--- src/rtl/fifo_rr_write_arbiter_if.sv ---
// Bundle between N_REQ producers, one consumer and the shared round-robin write FIFO.
// Handshake: req[i] acts as valid with din slice i held stable; gnt[i] is the same-cycle
// accept, so the slice is stored on the edge where req[i] & gnt[i]. rd pops only when ~empty.
interface fifo_rr_write_arbiter_if #(
    parameter int N_REQ      = 4,
    parameter int DATA_WIDTH = 8,
    parameter int DEPTH      = 4
);
    localparam int CW = $clog2(DEPTH + 1);

    logic [N_REQ-1:0]            req;
    logic [N_REQ*DATA_WIDTH-1:0] din;
    logic [N_REQ-1:0]            gnt;
    logic                        rd;
    logic [DATA_WIDTH-1:0]       dout;
    logic                        empty;
    logic                        full;
    logic [CW-1:0]               count;

    modport master (
        output req, din, rd,
        input  gnt, dout, empty, full, count
    );

    modport slave (
        input  req, din, rd,
        output gnt, dout, empty, full, count
    );
endinterface

--- src/rtl/fifo_rr_write_arbiter.sv ---
// Round-robin arbiter granting one of N_REQ writers per cycle into a shared FIFO,
// drained by a single consumer. Status flags derive from count only.
module fifo_rr_write_arbiter #(
    parameter int N_REQ      = 4,
    parameter int DATA_WIDTH = 8,
    parameter int DEPTH      = 4
) (
    input logic                    clk,
    input logic                    resetn,
    fifo_rr_write_arbiter_if.slave bus
);
    localparam int PW = (N_REQ > 1) ? $clog2(N_REQ) : 1;
    localparam int AW = (DEPTH > 1) ? $clog2(DEPTH) : 1;
    localparam int CW = $clog2(DEPTH + 1);

    logic [DATA_WIDTH-1:0] entries [DEPTH];
    logic [AW-1:0]         head;
    logic [AW-1:0]         tail;
    logic [CW-1:0]         count;
    logic [PW-1:0]         prio;

    logic                  empty;
    logic                  full;
    logic                  pop;
    logic                  push;
    logic                  space;
    logic [N_REQ-1:0]      gnt;
    logic [PW-1:0]         gnt_idx;
    logic [DATA_WIDTH-1:0] din_sel;
    logic [PW-1:0]         sel;
    logic                  found;
    int                    idx;

    assign empty = (count == '0);
    assign full  = (count == CW'(DEPTH));
    assign pop   = bus.rd & ~empty;
    // A full FIFO being popped this cycle still has room for one write.
    assign space = ~full | pop;
    assign push  = |gnt;

    // Scan requesters starting at prio, wrapping modulo N_REQ; first set req wins.
    always_comb begin
        gnt     = '0;
        gnt_idx = prio;
        din_sel = '0;
        found   = 1'b0;
        idx     = 0;
        sel     = '0;
        if (resetn && space) begin
            for (int k = 0; k < N_REQ; k++) begin
                idx = int'(prio) + k;
                if (idx >= N_REQ) idx = idx - N_REQ;
                sel = PW'(idx);
                if (!found && bus.req[sel]) begin
                    found        = 1'b1;
                    gnt[sel]     = 1'b1;
                    gnt_idx      = sel;
                    din_sel      = bus.din[sel*DATA_WIDTH +: DATA_WIDTH];
                end
            end
        end
    end

    always_ff @(posedge clk) begin
        if (!resetn) begin
            head  <= '0;
            tail  <= '0;
            count <= '0;
            prio  <= '0;
            for (int i = 0; i < DEPTH; i++) entries[i] <= '0;
        end else begin
            if (push) begin
                entries[tail] <= din_sel;
                tail          <= tail + 1'b1;
                prio          <= (gnt_idx == PW'(N_REQ - 1)) ? '0 : gnt_idx + 1'b1;
            end
            if (pop) head <= head + 1'b1;
            case ({push, pop})
                2'b10:   count <= count + 1'b1;
                2'b01:   count <= count - 1'b1;
                default: count <= count;
            endcase
        end
    end

    assign bus.gnt   = gnt;
    assign bus.dout  = empty ? '0 : entries[head];
    assign bus.empty = empty;
    assign bus.full  = full;
    assign bus.count = count;
endmodule

--- src/flat_wrapper.sv ---
// flat-port wrapper written by rule: the top's interface ports become plain ports
module fifo_rr_write_arbiter_flat 
#(
    parameter int N_REQ      = 4,
    parameter int DATA_WIDTH = 8,
    parameter int DEPTH      = 4
)
  (clk, resetn, bus_req, bus_din, bus_rd, bus_gnt, bus_dout, bus_empty, bus_full, bus_count);
  fifo_rr_write_arbiter_if #(.N_REQ(N_REQ), .DATA_WIDTH(DATA_WIDTH), .DEPTH(DEPTH)) bus_i ();
  input logic clk;
  input logic resetn;
  input wire logic [$bits(bus_i.req)-1:0] bus_req;
  input wire logic [$bits(bus_i.din)-1:0] bus_din;
  input wire logic [$bits(bus_i.rd)-1:0] bus_rd;
  output wire logic [$bits(bus_i.gnt)-1:0] bus_gnt;
  output wire logic [$bits(bus_i.dout)-1:0] bus_dout;
  output wire logic [$bits(bus_i.empty)-1:0] bus_empty;
  output wire logic [$bits(bus_i.full)-1:0] bus_full;
  output wire logic [$bits(bus_i.count)-1:0] bus_count;
  assign bus_i.req = bus_req;
  assign bus_i.din = bus_din;
  assign bus_i.rd = bus_rd;
  assign bus_gnt = bus_i.gnt;
  assign bus_dout = bus_i.dout;
  assign bus_empty = bus_i.empty;
  assign bus_full = bus_i.full;
  assign bus_count = bus_i.count;
  fifo_rr_write_arbiter #(.N_REQ(N_REQ), .DATA_WIDTH(DATA_WIDTH), .DEPTH(DEPTH)) u_core (.clk(clk), .resetn(resetn), .bus(bus_i));
endmodule
--- config.mk ---
export PLATFORM = sky130hd
export DESIGN_NAME = fifo_rr_write_arbiter_flat
export DESIGN_NICKNAME = d
export VERILOG_FILES = /design/src/rtl/fifo_rr_write_arbiter_if.sv /design/src/rtl/fifo_rr_write_arbiter.sv /design/src/flat_wrapper.sv
export SDC_FILE = /design/constraint.sdc
export NUM_CORES = 1
export LEC_CHECK = 0
export BUFFER_PORTS_ARGS = -buffer_cell sky130_fd_sc_hd__clkbuf_2
export CELL_PAD_IN_SITES_DETAIL_PLACEMENT = 1
export CELL_PAD_IN_SITES_GLOBAL_PLACEMENT = 1
export CORE_MARGIN = 2
export CORE_UTILIZATION = 25
export DETAILED_ROUTE_END_ITERATION = 6
export GPL_ROUTABILITY_DRIVEN = 0
export PLACE_DENSITY = 0.5
export SYNTH_ARGS = -nofsm -noshare
export SYNTH_HDL_FRONTEND = slang
export SYNTH_SLANG_ARGS = --single-unit
--- constraint.sdc ---
create_clock -name clk -period 7.93 [get_ports clk]
set_input_delay 0 -clock clk [delete_from_list [all_inputs] [get_ports clk]]
set_output_delay 0 -clock clk [all_outputs]
set_load 0.005 [all_outputs]
==> impl_metrics.ini, run 1 <==
[clock_network]
holdBufCountCts = 0
cts_setup_buffers = 0
numCtsBuffers = 5
clockRootBuffer = clkbuf_16
cts_buffer_depth = 2
cts_tree = done
cts.sinks = 43
h-tree-depth = 2
cts_resized = 0
clk_pin_slew_worst_paths_ns = 0.06
clock_latency_ns = 0.28

[finish]
multiInputGateArea_um2 = 2080
antenna_cells = 0
final-seq-area_um2 = 1180
final_layout_size_suffix_gt1_share_pct = 33.2
finalNetCount = 398
final_core_util_pct = 29.2
fillers = 1560
syn_to_final_growth_pct = 15.5

[detailed_routing]
vias_per_cell = 5.08
drt_iter0_drc = 169
dr.pass1.iters = 4
wl_per_cell_um = 18.2
ant_nets = 0
vias = 2704
drc = 0
routed_wl_um = 9670

[die]
core_um2 = 13700
start_util_pct = 25.3
die_area_um2 = 14800
ios = 56
dieHeight_um = 122
die_w_um = 122
fp-row-count = 43

[timing]
setup_viol = 0
period_minus_slack_ns = 4.77
period_share_pct = 60.2
max_clock_freq_mhz = 209
setup_tns_ns = 0
hold_violations = 0
tightest_slew_ns = 1.11
rsz0062_at_grt = no
clock_skew_ns = 0.00296
slew_violations = 0
maxSlewHeadroom_pct = 25.5
holdWs_ns = 0.199

[synthesis]
ys_ff_latch = 43
async_reset_ff_share_pct = 0
synth_edf_count = 32
synth_nets = 357
ys.flop_type = edfxtp_1
ys_warn_count = 0
synth.cell_area_um2 = 3470
ys_types = 51
yosysSeqAreaShare_pct = 34.1
synthCells = 310
syn_area_per_cell_um2 = 11.2

[global_routing]
grt_max_degree = 58
grt_overflow = 0
grt.total_usage_pct = 13.5
grt_pass1_vias = 2897
grt_pass1_wl_um = 15900
antenna_found_initial = 0

[outcome]
status = complete, no violations

[worst_setup_path]
arrival_ns = 4.98
required_ns = 8.13
startpoint_type = flip-flop
cp_max_fo = 57
worstSetupPathType = reg2reg
endpoint_kind = flip-flop

[pwr]
p_per_area_nw_per_um2 = 369
irDropWorstVdd_v = 0.000109
leakage_nw = 1.43

[job]
max-cap-violations = 0

[placement]
hpwl_um = 7430
io_buffer_count = 55

[min_path]
hp-class = in2reg
registers in the layout, indices dropped and copies added, names as in the netlist, named ones only:
signal / count
u_core.entries: 32
u_core.bus.count: 3
u_core.head: 2
u_core.prio: 2
u_core.tail: 2
worst paths after layout:
kind / slack, ns / from / to / depth (start not counted)
hold reg to reg: 0.54 / u_core.tail[1] / u_core.tail[1] / 2
hold / removal: 0.20 / resetn / u_core.head[0] / 2
setup / recovery: 3.16 / u_core.prio[0] / u_core.bus.count[2] / 16
setup reg to reg: 3.16 / u_core.prio[0] / u_core.bus.count[2] / 16
layer usage:
metal | vias to the layer above | wire, µm | global-route usage [%]
met2 | 58 | 4560 | 22.3
li1 | 1276 | - | -
met4 | 0 | 125 | 3.38
met3 | 10 | 288 | 1.54
met1 | 1360 | 4700 | 19.0
met5 | - | 0 | 0
power breakdown:
group          total [mW]  internal [mW]  switching, mW  leakage [nW]
Combinational       0.916          0.415          0.501         0.932
Sequential          0.357          0.316         0.0409         0.425
Clock               0.205          0.124         0.0807        0.0705
Total                1.48          0.855          0.623          1.43
through the flow:
step           cells  setup slack, ns  instance area [µm²]  total power [mW]
2_1_floorplan    310             3.31                 3470              1.08
6_report         532             3.16                 4010              1.48
3_3_place_gp     524             3.26                 3850              1.28
3_5_place_dp     524             3.10                 3850              1.29
5_1_grt          532             2.80                 4010              1.60
4_1_cts          532             3.08                 4010              1.50
synthesized netlist by cell type (all sizes together), types with 5 or more instances:
| cell | number | area [µm²] |
|---|---|---|
| a32o | 7 | 70.1 |
| dfxtp | 11 | 220 |
| clkbuf | 11 | 41.3 |
| nor2 | 47 | 184 |
| inv | 15 | 56.3 |
| a21oi | 8 | 43.8 |
| edfxtp | 32 | 961 |
| ha | 7 | 87.6 |
| mux4 | 40 | 901 |
| nor2b | 14 | 87.6 |
| nand2 | 20 | 75.1 |
| or3 | 5 | 31.3 |
| buf | 15 | 111 |
| and2 | 6 | 38.8 |
| o21ai | 19 | 95.1 |
final cells by class:
cell class / instances / share of cell area [%]
Multi-Input combinational cell: 226 / 51.9
Sequential cell: 43 / 29.5
Timing Repair Buffer: 60 / 7.81
Tap cell: 180 / 5.62
Clock buffer: 6 / 3.47
Inverter: 15 / 1.41
Clock inverter: 2 / 0.281
worst max-delay path, stage by stage, from the launching register on:
cell and delay [ns]:
dfxtp_2 0.31, buf_4 0.60, inv_1 0.25, ha_1 0.39, buf_4 0.33, mux4_2 0.35, nor2b_1 0.18, and2_2 0.29
o21a_1 0.23, o31ai_2 0.20, buf_4 0.26, ha_1 0.21, inv_1 0.06, fa_1 0.37, xor2_1 0.16, or3_1 0.30
a21boi_0 0.17
cells by family after synthesis:
| family | synth area share [%] |
|---|---|
| compound gates | 15.6 |
| buf+inv | 6.02 |
| simple gates | 13.3 |
| flops | 34.1 |
| xor+xnor | 1.26 |
| mux | 26.6 |
| fa+ha+maj | 3.10 |
layout by cell type, fill, tap and decap left out, types with 5 or more instances in the layout:
cell type / count
buf_4: 5
ha_1: 7
clkbuf_16: 5
inv_1: 14
edfxtp_1: 32
nor2_1: 46
dfxtp_1: 10
nand2_1: 20
o21ai_0: 19
a21oi_1: 7
clkbuf_2: 55
mux4_2: 40
nor2b_1: 14
and2_1: 5
or3_1: 5
a32o_1: 7
No activity file was read; power rests on OpenSTA's default activity.
==> inputs of run 2 (changes only) <==
Settings changed: ABC_AREA from default to 1, PLACE_DENSITY 0.5 to 0.56.
Clock period 7.93 ns to 4.2 ns, I/O delays scaled along.
==> impl_metrics.ini, run 2 <==
[finish]
finalNetCount = 601
antenna_cells = 0
instances_no_fill = 731
regMostFlops = u_core.entries
layout_commonest_cell = nand2_1
reg_top3 = u_core.entries (32), u_core.bus.count (3)
syn_to_final_growth_pct = 15.5
final_layout_size_suffix_gt1_share_pct = 18.4
layout_common_cells = nand2_1 (127), o21ai_0 (95), nor2_1 (71), clkbuf_2 (55), inv_1 (51)
largest_register_ffs = 32

[global_routing]
grt_pass1_vias = 3302
grt_max_degree = 48
grt_overflow = 0
antenna_found_initial = 0
grt.total_usage_pct = 13.4
grt_pass1_wl_um = 15900

[clock_network]
clk_pin_slew_worst_paths_ns = 0.06
clock_latency_ns = 0.28
clockRootBuffer = clkbuf_16
cts_setup_buffers = 0
h-tree-depth = 2
numCtsBuffers = 5
cts.sinks = 43
cts_tree = done
cts_resized = 0
cts_buffer_depth = 2
holdBufCountCts = 0

[worst_setup_path]
worstSetupPathType = reg2reg
cp_max_fo = 47
endpoint_kind = flip-flop
required_ns = 4.37
arrival_ns = 3.72
startpoint_type = flip-flop

[die]
die_area_um2 = 14700
ios = 56
dieHeight_um = 121
die_w_um = 121
fp-row-count = 42
start_util_pct = 25.8
core_um2 = 13300

[synthesis]
ys.flop_type = edfxtp_1
synth_common_cells = nand2_1 (127), o21ai_0 (95), nor2_1 (71)
ys_types = 31
synth.cell_area_um2 = 3440
async_reset_ff_share_pct = 0
syn_area_per_cell_um2 = 6.72
synth_nets = 559
synth_top_area_cell = edfxtp_1
synthCells = 512
yosysMostFrequentCell = nand2_1
ys_warn_count = 0
yosysSeqAreaShare_pct = 34.3
ys_ff_latch = 43
yosys-top-cells-area = edfxtp_1 (28%), nand2_1 (14%), o21ai_0 (14%), nor2_1 (7.7%), dfxtp_1 (6.4%)
synth_edf_count = 32
synth.top_cell.area_share_pct = 27.9

[placement]
io_buffer_count = 55
dpl.cell_count = 723
pre_cts_ws_ns = 0.607
hpwl_um = 7370

[timing]
period_minus_slack_ns = 3.55
period_share_pct = 84.5
slew_violations = 0
setup_viol = 0
rsz0062_at_grt = no
tightest_slew_ns = 0.801
hold_violations = 0
clock_skew_ns = 0.00813
maxSlewHeadroom_pct = 46.3
fin_ws_ns = 0.653
setup_tns_ns = 0
max_clock_freq_mhz = 282

[detailed_routing]
vias = 3383
ant_nets = 0
dr.pass1.iters = 6
vias_per_cell = 4.63
drc = 0
wl_per_cell_um = 13.2
drt_iter0_drc = 194
routed_wl_um = 9660

[outcome]
status = complete, no violations

[pwr]
p_per_area_nw_per_um2 = 722
irDropWorstVdd_v = 0.000208
leakage_nw = 1.87

[min_path]
hp-class = in2reg

[job]
max-cap-violations = 0
==> run 2: report_power, final <==
| group | internal [mW] | switching [mW] |
|---|---|---|
| combinational | 0.568 | 1.25 |
| clock | 0.219 | 0.157 |
| sequential | 0.605 | 0.0696 |
| total | 1.39 | 1.48 |
==> run 2: worst max-delay path, stage by stage (launching register included) <==
cell,delay [ns]
dfxtp_1,0.41
inv_6,0.15
ha_1,0.54
inv_1,0.16
nand3_1,0.13
nand2_2,0.09
nand3_4,0.20
nor2_1,0.06
nor2_1,0.09
nand2_1,0.08
nand2_1,0.08
nand2_1,0.06
nor2_2,0.22
ha_1,0.20
inv_1,0.07
fa_1,0.38
a21oi_1,0.16
o21ai_0,0.11
o21ai_0,0.16
a21oi_1,0.06
==> run 2: logic make-up (layout without fill, tap and decap cells) <==
logic type      after synthesis  after routing  share of synthesized area [%]
flops                        43             43                           34.3
fa+ha+maj                     8              8                           3.13
simple gates                245            245                           31.8
compound gates              131            131                           19.9
buf+inv                      85            128                           10.9
==> run 2: path summary, 6_finish.rpt <==
kind	startpoint	end	slack (ns)	cells after the start
max reg2reg	u_core.prio[0]	u_core.bus.count[2]	0.65	19
max	u_core.prio[0]	u_core.bus.count[2]	0.65	19
min	bus_rd	u_core.head[0]	0.11	4
min reg2reg	u_core.head[1]	flip-flop	0.47	2
==> run 2: final cells by class <==
cell class / count / area (µm²)
fill: 1710 / 9370
multi-input combinational: 384 / 1890
sequential: 43 / 1180
timing repair buffer: 61 / 320
inverter: 59 / 226
tap: 176 / 220
clock buffer: 6 / 129
clock inverter: 2 / 12.5
==> run 2: through the flow <==
stage / utilization, % / total power [mW] / instance area [µm²] / hold slack, ns
floorplan: - / 2.09 / 3440 / 0.138
global placement: 28.7 / 2.48 / 3830 / 0.393
detailed placement: 28.7 / 2.53 / 3830 / 0.416
CTS: 29.8 / 2.91 / 3980 / 0.125
global route: 29.8 / 3.19 / 3980 / 0.167
finish: 29.8 / 2.87 / 3980 / 0.111
==> run 2: metal layers <==
metal	vias up	wire (µm)	part of all wire (%)	GRT usage, %
met4	0	59	0.61	1.94
met1	1578	4820	50	17.8
met2	47	4520	47	23.8
li1	1753	-	-	-
met5	-	0	0	0
met3	5	267	2.8	1.79
==> inputs of run 3 (changes only) <==
Clock period 4.2 ns to 3 ns, I/O delays scaled along.
==> impl_metrics.ini, run 3 (synthesis gave the netlist of run 2 again) <==
[die]
ios = 56
dieHeight_um = 121
core_um2 = 13300
start_util_pct = 25.8
die_area_um2 = 14700
fp-row-count = 42
die_w_um = 121

[global_routing]
antenna_found_initial = 0
grt_max_degree = 40
grt.total_usage_pct = 14.2
grt_pass1_wl_um = 16700
grt_overflow = 0
grt_pass1_vias = 3410

[worst_setup_path]
startpoint_type = flip-flop
endpoint_kind = flip-flop
arrival_ns = 2.92
cp_max_fo = 9
required_ns = 3.18
reg2reg_slack_ns = 0.25
startpoint = u_core.prio[0]
worstSetupPathType = reg2reg
r2r-start = u_core.prio[0]

[clock_network]
clock_latency_ns = 0.29
clockRootBuffer = clkbuf_16
cts.sinks = 43
holdBufCountCts = 0
clk_pin_slew_worst_paths_ns = 0.06
cts_setup_buffers = 0
numCtsBuffers = 5
cts_tree = done
cts_resized = 0
h-tree-depth = 2
cts_buffer_depth = 2

[timing]
setup_viol = 0
rsz0062_at_grt = no
max_clock_freq_mhz = 364
period_minus_slack_ns = 2.75
tightest_slew_ns = 0.639
clock_skew_ns = 0.00779
maxSlewHeadroom_pct = 57.3
setup_tns_ns = 0
hold_violations = 0
holdWs_ns = 0.113
period_share_pct = 91.5
slew_violations = 0

[pwr]
p_per_area_nw_per_um2 = 1060
leakage_nw = 1.93
irDropWorstVdd_v = 0.000295

[finish]
syn_to_final_growth_pct = 19.6
regMostFlops = u_core.entries
layout_commonest_cell = nand2_1
layout_common_cells = nand2_1 (126), o21ai_0 (91), nor2_1 (71), clkbuf_2 (55), inv_1 (50)
final_layout_size_suffix_gt1_share_pct = 20.5
final_core_util_pct = 30.8
final_area_um2 = 4120
largest_register_ffs = 32
finalNetCount = 608
reg_top3 = u_core.entries (32), u_core.bus.count (3)
antenna_cells = 0

[min_path]
hp-class = in2reg
min-delay-start = bus_rd

[detailed_routing]
wl_per_cell_um = 13.5
drc = 0
drt_iter0_drc = 151
ant_nets = 0
vias_per_cell = 4.61
vias = 3401
dr.pass1.iters = 4
routed_wl_um = 9930

[placement]
placed_area_um2 = 3900
io_buffer_count = 55
hpwl_um = 7560

[job]
max-cap-violations = 0

[outcome]
status = complete, no violations
-- run 3: cell count changes in the layout (fill, tap and decap cells not counted), sizes merged --
cell	before	now
buf	6	13
bufinv	0	2
clkinv	2	1
clkinvlp	1	0
-- run 3: final timing paths --
kind / end / depth (start not counted)
worst max-delay path: u_core.bus.count[2] / 19
worst min-delay path: u_core.head[0] / 4
worst max register to register: u_core.bus.count[2] / 19
worst min register to register: u_core.head[1] / 2
-- run 3: layout make-up --
type / instances / area [µm²]
fillers: 1745 / 9230
multi-input cells: 384 / 1910
flip-flops and latches: 43 / 1190
repair buffers: 68 / 384
inverters: 59 / 226
well taps: 176 / 220
clock buffers: 6 / 129
clock inverters: 2 / 60.1
-- run 3: stage by stage --
stage	instances	worst slack, ns	total power [mW]
floorplan	512	-0.0197	2.98
CTS	738	0.124	4.41
detailed placement	730	0.145	3.69
global route	738	0.0121	4.84
finish	738	0.255	4.36
global placement	730	0.239	3.61
-- run 3: worst max-delay path, cell delays in order (launching register included) --
cell,delay [ns]
dfxtp_4,0.38
inv_6,0.06
ha_4,0.29
inv_1,0.08
nand3_1,0.10
nand2_2,0.10
nand3_4,0.13
inv_1,0.06
nand2_1,0.05
nand3_1,0.09
nand2_1,0.09
nand2_1,0.09
nor2_4,0.11
ha_1,0.14
inv_1,0.07
fa_2,0.34
a21oi_1,0.15
o21ai_1,0.10
o21ai_1,0.14
a21oi_1,0.05
-- run 3: power breakdown --
| part | switching, mW | internal (mW) | total [mW] |
|---|---|---|---|
| Clock | 0.226 | 0.477 | 0.703 |
| Combinational | 1.79 | 0.916 | 2.70 |
| Sequential | 0.106 | 0.853 | 0.959 |
-- run 3: routing by layer --
layer  wire (µm)  vias to the layer above  global-route usage, %  share of wire (%)
met5           0                        -                      0                  0
met1        4840                     1578                   19.1                 49
li1            -                     1767                      -                  -
met3         275                        6                   1.69                2.8
met2        4730                       50                   24.4                 48
met4          82                        0                   2.80               0.83
